`config.mk`:
```
export PLATFORM = sky130hd
export DESIGN_NAME = bin2bcd_seq
export DESIGN_NICKNAME = d
export VERILOG_FILES = /design/src/rtl/bin2bcd_pkg.sv /design/src/rtl/bcd_dabble_digit.sv /design/src/rtl/bin2bcd_seq.sv
export SDC_FILE = /design/constraint.sdc
export NUM_CORES = 1
export LEC_CHECK = 0
export CAP_MARGIN = 0
export CORE_MARGIN = 1
export CORE_UTILIZATION = 35
export CTS_CLUSTER_DIAMETER = 200
export DETAILED_ROUTE_END_ITERATION = 10
export DONT_BUFFER_PORTS = 1
export HOLD_SLACK_MARGIN = 0.12
export PLACE_DENSITY_LB_ADDON = 0.1
export SKIP_CTS_REPAIR_TIMING = 1
export SYNTH_ARGS = -nofsm -noshare
export SYNTH_HDL_FRONTEND = slang
export SYNTH_SLANG_ARGS = --single-unit
```
`constraint.sdc`:
```
create_clock -name clk -period 1.81 [get_ports clk]
set_clock_uncertainty 0.05 [all_clocks]
set_input_delay 0.2715 -clock clk [delete_from_list [all_inputs] [get_ports clk]]
set_output_delay 0.2715 -clock clk [all_outputs]
set_load 0.005 [all_outputs]
```
`src/rtl/bin2bcd_pkg.sv`:
```
// Shared types and constants for the sequential binary-to-BCD converter.
package bin2bcd_pkg;

  typedef enum logic {
    IDLE  = 1'b0,
    SHIFT = 1'b1
  } state_e;

  localparam int DIGIT_W    = 4;
  localparam int ADJ_THRESH = 5;
  localparam int ADJ_ADD    = 3;

endpackage : bin2bcd_pkg

```
`src/rtl/bcd_dabble_digit.sv`:
```
// Combinational double-dabble correction of one BCD digit: values of 5 and above gain 3.
module bcd_dabble_digit
  import bin2bcd_pkg::*;
(
  input  logic [DIGIT_W-1:0] digit_i,
  output logic [DIGIT_W-1:0] digit_o
);

  assign digit_o = (digit_i >= DIGIT_W'(ADJ_THRESH)) ? digit_i + DIGIT_W'(ADJ_ADD) : digit_i;

endmodule : bcd_dabble_digit

```
`src/rtl/bin2bcd_seq.sv`:
```
// Iterative binary-to-BCD converter, one operand bit per clock, start/done handshake.
// Optional leading-zero blanking mask output is built when BIN2BCD_BLANK_EN is defined.
module bin2bcd_seq
  import bin2bcd_pkg::*;
#(
  parameter int BIN_W  = 8,
  parameter int DIGITS = 3
) (
  input  logic                      clk,
  input  logic                      rst,
  input  logic                      start,
  input  logic [BIN_W-1:0]          bin,
  output logic                      busy,
  output logic                      done,
  output logic [DIGIT_W*DIGITS-1:0] bcd,
  output logic                      overflow
`ifdef BIN2BCD_BLANK_EN
  ,
  output logic [DIGITS-1:0]         blank
`endif
);

  localparam int BCD_W = DIGIT_W * DIGITS;
  localparam int CNT_W = $clog2(BIN_W + 1);

  state_e             state_q, state_d;
  logic [BIN_W-1:0]   operand_q, operand_d;
  logic [BCD_W-1:0]   scratch_q, scratch_d;
  logic               ovfScratch_q, ovfScratch_d;
  logic [CNT_W-1:0]   count_q, count_d;
  logic [BCD_W-1:0]   bcd_q, bcd_d;
  logic               overflow_q, overflow_d;
  logic               done_q, done_d;

  logic [BCD_W-1:0]   adjusted;
  logic [BCD_W-1:0]   shifted;
  logic               carryOut;

  for (genvar k = 0; k < DIGITS; k++) begin : g_digit
    bcd_dabble_digit u_digit (
      .digit_i (scratch_q[k*DIGIT_W +: DIGIT_W]),
      .digit_o (adjusted[k*DIGIT_W +: DIGIT_W])
    );
  end

  // The carry out of the top digit stands for 10^DIGITS and is dropped from the scratch value.
  assign shifted  = {adjusted[BCD_W-2:0], operand_q[BIN_W-1]};
  assign carryOut = adjusted[BCD_W-1];

`ifdef BIN2BCD_BLANK_EN
  localparam logic [DIGITS-1:0] BLANK_RST = ~DIGITS'(1);

  logic [DIGITS-1:0] blank_q, blank_d, blankCalc;

  always_comb begin : blank_calc
    logic allZero;
    allZero   = 1'b1;
    blankCalc = '0;
    for (int k = DIGITS - 1; k >= 1; k--) begin
      allZero      = allZero & (shifted[k*DIGIT_W +: DIGIT_W] == DIGIT_W'(0));
      blankCalc[k] = allZero;
    end
  end

  assign blank = blank_q;
`endif

  always_comb begin
    state_d      = state_q;
    operand_d    = operand_q;
    scratch_d    = scratch_q;
    ovfScratch_d = ovfScratch_q;
    count_d      = count_q;
    bcd_d        = bcd_q;
    overflow_d   = overflow_q;
    done_d       = 1'b0;
`ifdef BIN2BCD_BLANK_EN
    blank_d      = blank_q;
`endif
    case (state_q)
      IDLE: begin
        if (start) begin
          operand_d    = bin;
          scratch_d    = '0;
          ovfScratch_d = 1'b0;
          count_d      = CNT_W'(BIN_W);
          state_d      = SHIFT;
        end
      end
      SHIFT: begin
        scratch_d    = shifted;
        operand_d    = operand_q << 1;
        ovfScratch_d = ovfScratch_q | carryOut;
        count_d      = count_q - CNT_W'(1);
        if (count_q == CNT_W'(1)) begin
          bcd_d      = shifted;
          overflow_d = ovfScratch_q | carryOut;
          done_d     = 1'b1;
          state_d    = IDLE;
`ifdef BIN2BCD_BLANK_EN
          blank_d    = blankCalc;
`endif
        end
      end
      default: state_d = IDLE;
    endcase
  end

  always_ff @(posedge clk) begin
    if (rst) begin
      state_q      <= IDLE;
      operand_q    <= '0;
      scratch_q    <= '0;
      ovfScratch_q <= 1'b0;
      count_q      <= '0;
      bcd_q        <= '0;
      overflow_q   <= 1'b0;
      done_q       <= 1'b0;
`ifdef BIN2BCD_BLANK_EN
      blank_q      <= BLANK_RST;
`endif
    end else begin
      state_q      <= state_d;
      operand_q    <= operand_d;
      scratch_q    <= scratch_d;
      ovfScratch_q <= ovfScratch_d;
      count_q      <= count_d;
      bcd_q        <= bcd_d;
      overflow_q   <= overflow_d;
      done_q       <= done_d;
`ifdef BIN2BCD_BLANK_EN
      blank_q      <= blank_d;
`endif
    end
  end

  assign busy     = (state_q == SHIFT);
  assign done     = done_q;
  assign bcd      = bcd_q;
  assign overflow = overflow_q;

endmodule : bin2bcd_seq

```
==> run metrics <==
Starting DRT DRC Count 83; Post-synth EDFFs 0; largest family of logic cells by synthesized area compound AO/OA/AOI/OAI gates; total number of vias around 1400; fin cells approximately 260; # diodes 0; Slowest-stage cell, CP mux2_2; fraction of the cycle the final worst path needs between 80% and 90%; post-route setup TNS 0 ns; Die ar. ~5400 µm²; syn nets 210; Synth top cells by count dfxtp_1, nor2_1, a21oi_1; die height around 74 µm; worst path required time roughly 2.0 ns; min Tclk post-route between 1.5 and 2 ns; DRC violations left 0; sequential-to-total area share from yosys stat between 40 and 50%; largest net degree at the start of global routing 24; Max-Cap Viols 0; DP HPWL between 2000 and 3000 µm; IO Count 26; post-DR wirelength/cell between 10 and 15 µm; H-tree depth 2; Initial Util a little under two fifths; final setup violation count 0; final hold violation count 0; Rel. slew slack 56.50%; Int Power approximately 1400 µW; Lkg Pwr 0.0007249 µW; top cells by area, synth dfxtp_1, ha_1, mux2i_1; die width 73.65 µm; sequential power share about 53%; Worst Path Max Fanout 5; fmax just over 0.6 GHz; Main synth FF type dfxtp_1; Port Buffers 0; synth warn 0; GPL Wtd Cong roughly 0.8; core region area 4817 µm²; VDD IR-drop max 0.0002953 V; Clk network pwr share between 40 and 50%; max-slew violations 0; clock sink count 40; switching part of the total between 20% and 30%; CTS root buf clkbuf_8; synthesized flop and latch total 40; Tot GR Track Use ~15%; Post-Synth XOR/XNOR Area under 10%; Async S/R FF share, synth 0%; Vias/cell roughly 5.2; worst-path cell chain inv_1 -> ha_1 -> nand2b_1 -> a21oi_2 -> mux2_2 -> o21ai_0; CP max stage delay 0.37 ns; Max Buffers Root-to-Sink 2; DR pass1 iterations 4; PwrDens slightly below 900 nW/µm²; Syn Area/Cell 9.407 µm²; cell count after synthesis about 190; post-synthesis adder-cell area fraction approximately 5.6%; Critical Path AT ~1.8 ns; critical path class register to register; post-synthesis compound-gate area fraction about a fifth; area leader, netlist dfxtp_1; first-pass GRT wire length between 5000 and 6000 µm; Syn-to-layout area delta 10.17%; worst skew pair latency ~0.29 ns; Hold WS 0.1388 ns; initial antenna violation count 0; Antenna Violating Nets Remaining 0; HP Class input pin to register; worst slew pin tran ~0.65 ns; Comb power frac under 10%; CP Launch Type register; Total Routed Length ~3600 µm; dpl cells 254; GRT overflow 0; number of global-route vias before repair ~1300; nets ~210; Clock Pin Slew Worst Setup and Hold Paths 0.07 ns; TritonCTS Buffers 5; status finished clean; most frequent cell after synthesis dfxtp_1; count of different cell masters after synthesis 37; RSZ-0062 raised after global routing no; TritonCTS clock tree done; post-synthesis mux area share 7.033%; share of layout cells above drive strength 1 ~11%; num rows 25; Synth top area share 44.57%; Critical Path Sink Type register; Post-Synth Simple-Gate Area between 10% and 20%; Mapped Area between 1500 and 2000 µm²; sw power 391.1 µW
routing by layer:
metal,wire [µm],up-vias,track usage [%]
li1,-,685,-
met1,1595,641,16.79
met2,1680,40,24.06
met3,262,5,5.487
met4,58,0,6.838
met5,0,-,0
worst max-delay path: cells and delay by family, from the launching register on:
kind / cells / cell delay (ns)
AND/OR/NAND/NOR: 1 / 0.11
adder cells (fa/ha/maj): 1 / 0.25
multiplexers: 1 / 0.37
flip-flops: 1 / 0.33
AO/OA/AOI/OAI: 2 / 0.33
buffers and inverters: 1 / 0.10
per-stage QoR:
step	instance area, µm²	utilization, %	total power [µW]	setup WS [ns]
4_1_cts	1969	40.88	1773	0.2024
3_3_place_gp	1862	38.65	1054	0.2758
2_1_floorplan	1797	-	1042	0.3662
6_report	1979	41.09	1751	0.2041
3_5_place_dp	1862	38.65	1059	0.2171
5_1_grt	1979	41.09	1844	0.09546
final timing paths:
kind	start	to	slack (ns)	cells past startpoint
setup / recovery	scratch_q[5]	scratch_q[6]	0.20	6
hold / removal	start	scratch_q[0]	0.14	3
setup reg to reg	scratch_q[5]	scratch_q[6]	0.20	6
hold reg to reg	operand_q[1]	operand_q[2]	0.44	2
cell type report:
| cell class | count | area [µm²] |
|---|---|---|
| Fill cell | 494 | 2838 |
| Multi-Input combinational cell | 131 | 898.4 |
| Sequential cell | 40 | 800.8 |
| Tap cell | 67 | 83.83 |
| Clock buffer | 6 | 72.57 |
| Timing Repair Buffer | 6 | 47.55 |
| Inverter | 11 | 41.29 |
| Clock inverter | 2 | 35.03 |
kinds of logic (layout without fill, tap and decap cells):
logic type	after synthesis	count (layout)
flops	40	40
simple gates	53	53
compound gates	55	55
xor+xnor	3	3
buf+inv	20	25
fa+ha+maj	8	8
mux	12	12
layout by cell type, fill, tap and decap left out, types with 3 or more instances in the layout:
cell	count
dfxtp_1	40
mux2i_1	10
a32o_1	3
inv_1	10
nand3_1	8
o2bb2ai_1	8
nand2b_1	5
o21ai_0	11
xnor2_1	3
a22o_1	4
clkbuf_8	5
nor3b_1	6
ha_1	8
nor2_1	23
buf_4	5
a21oi_1	18
nor3_1	7
power by group through the flow:
stage	Combinational [µW]	Sequential [µW]	Clock [µW]
floorplan	106	935	0
global placement	114	940	0
detailed placement	118	941	0
CTS	119	920	734
global route	141	924	779
finish	125	920	706
sequential cells by signal (all words and copies together), names as in the netlist:
register      count
operand_q         8
scratch_q        12
busy              1
bcd              12
done              1
overflow          1
count_q           4
ovfScratch_q      1
Power figures use the tool's default switching activity.
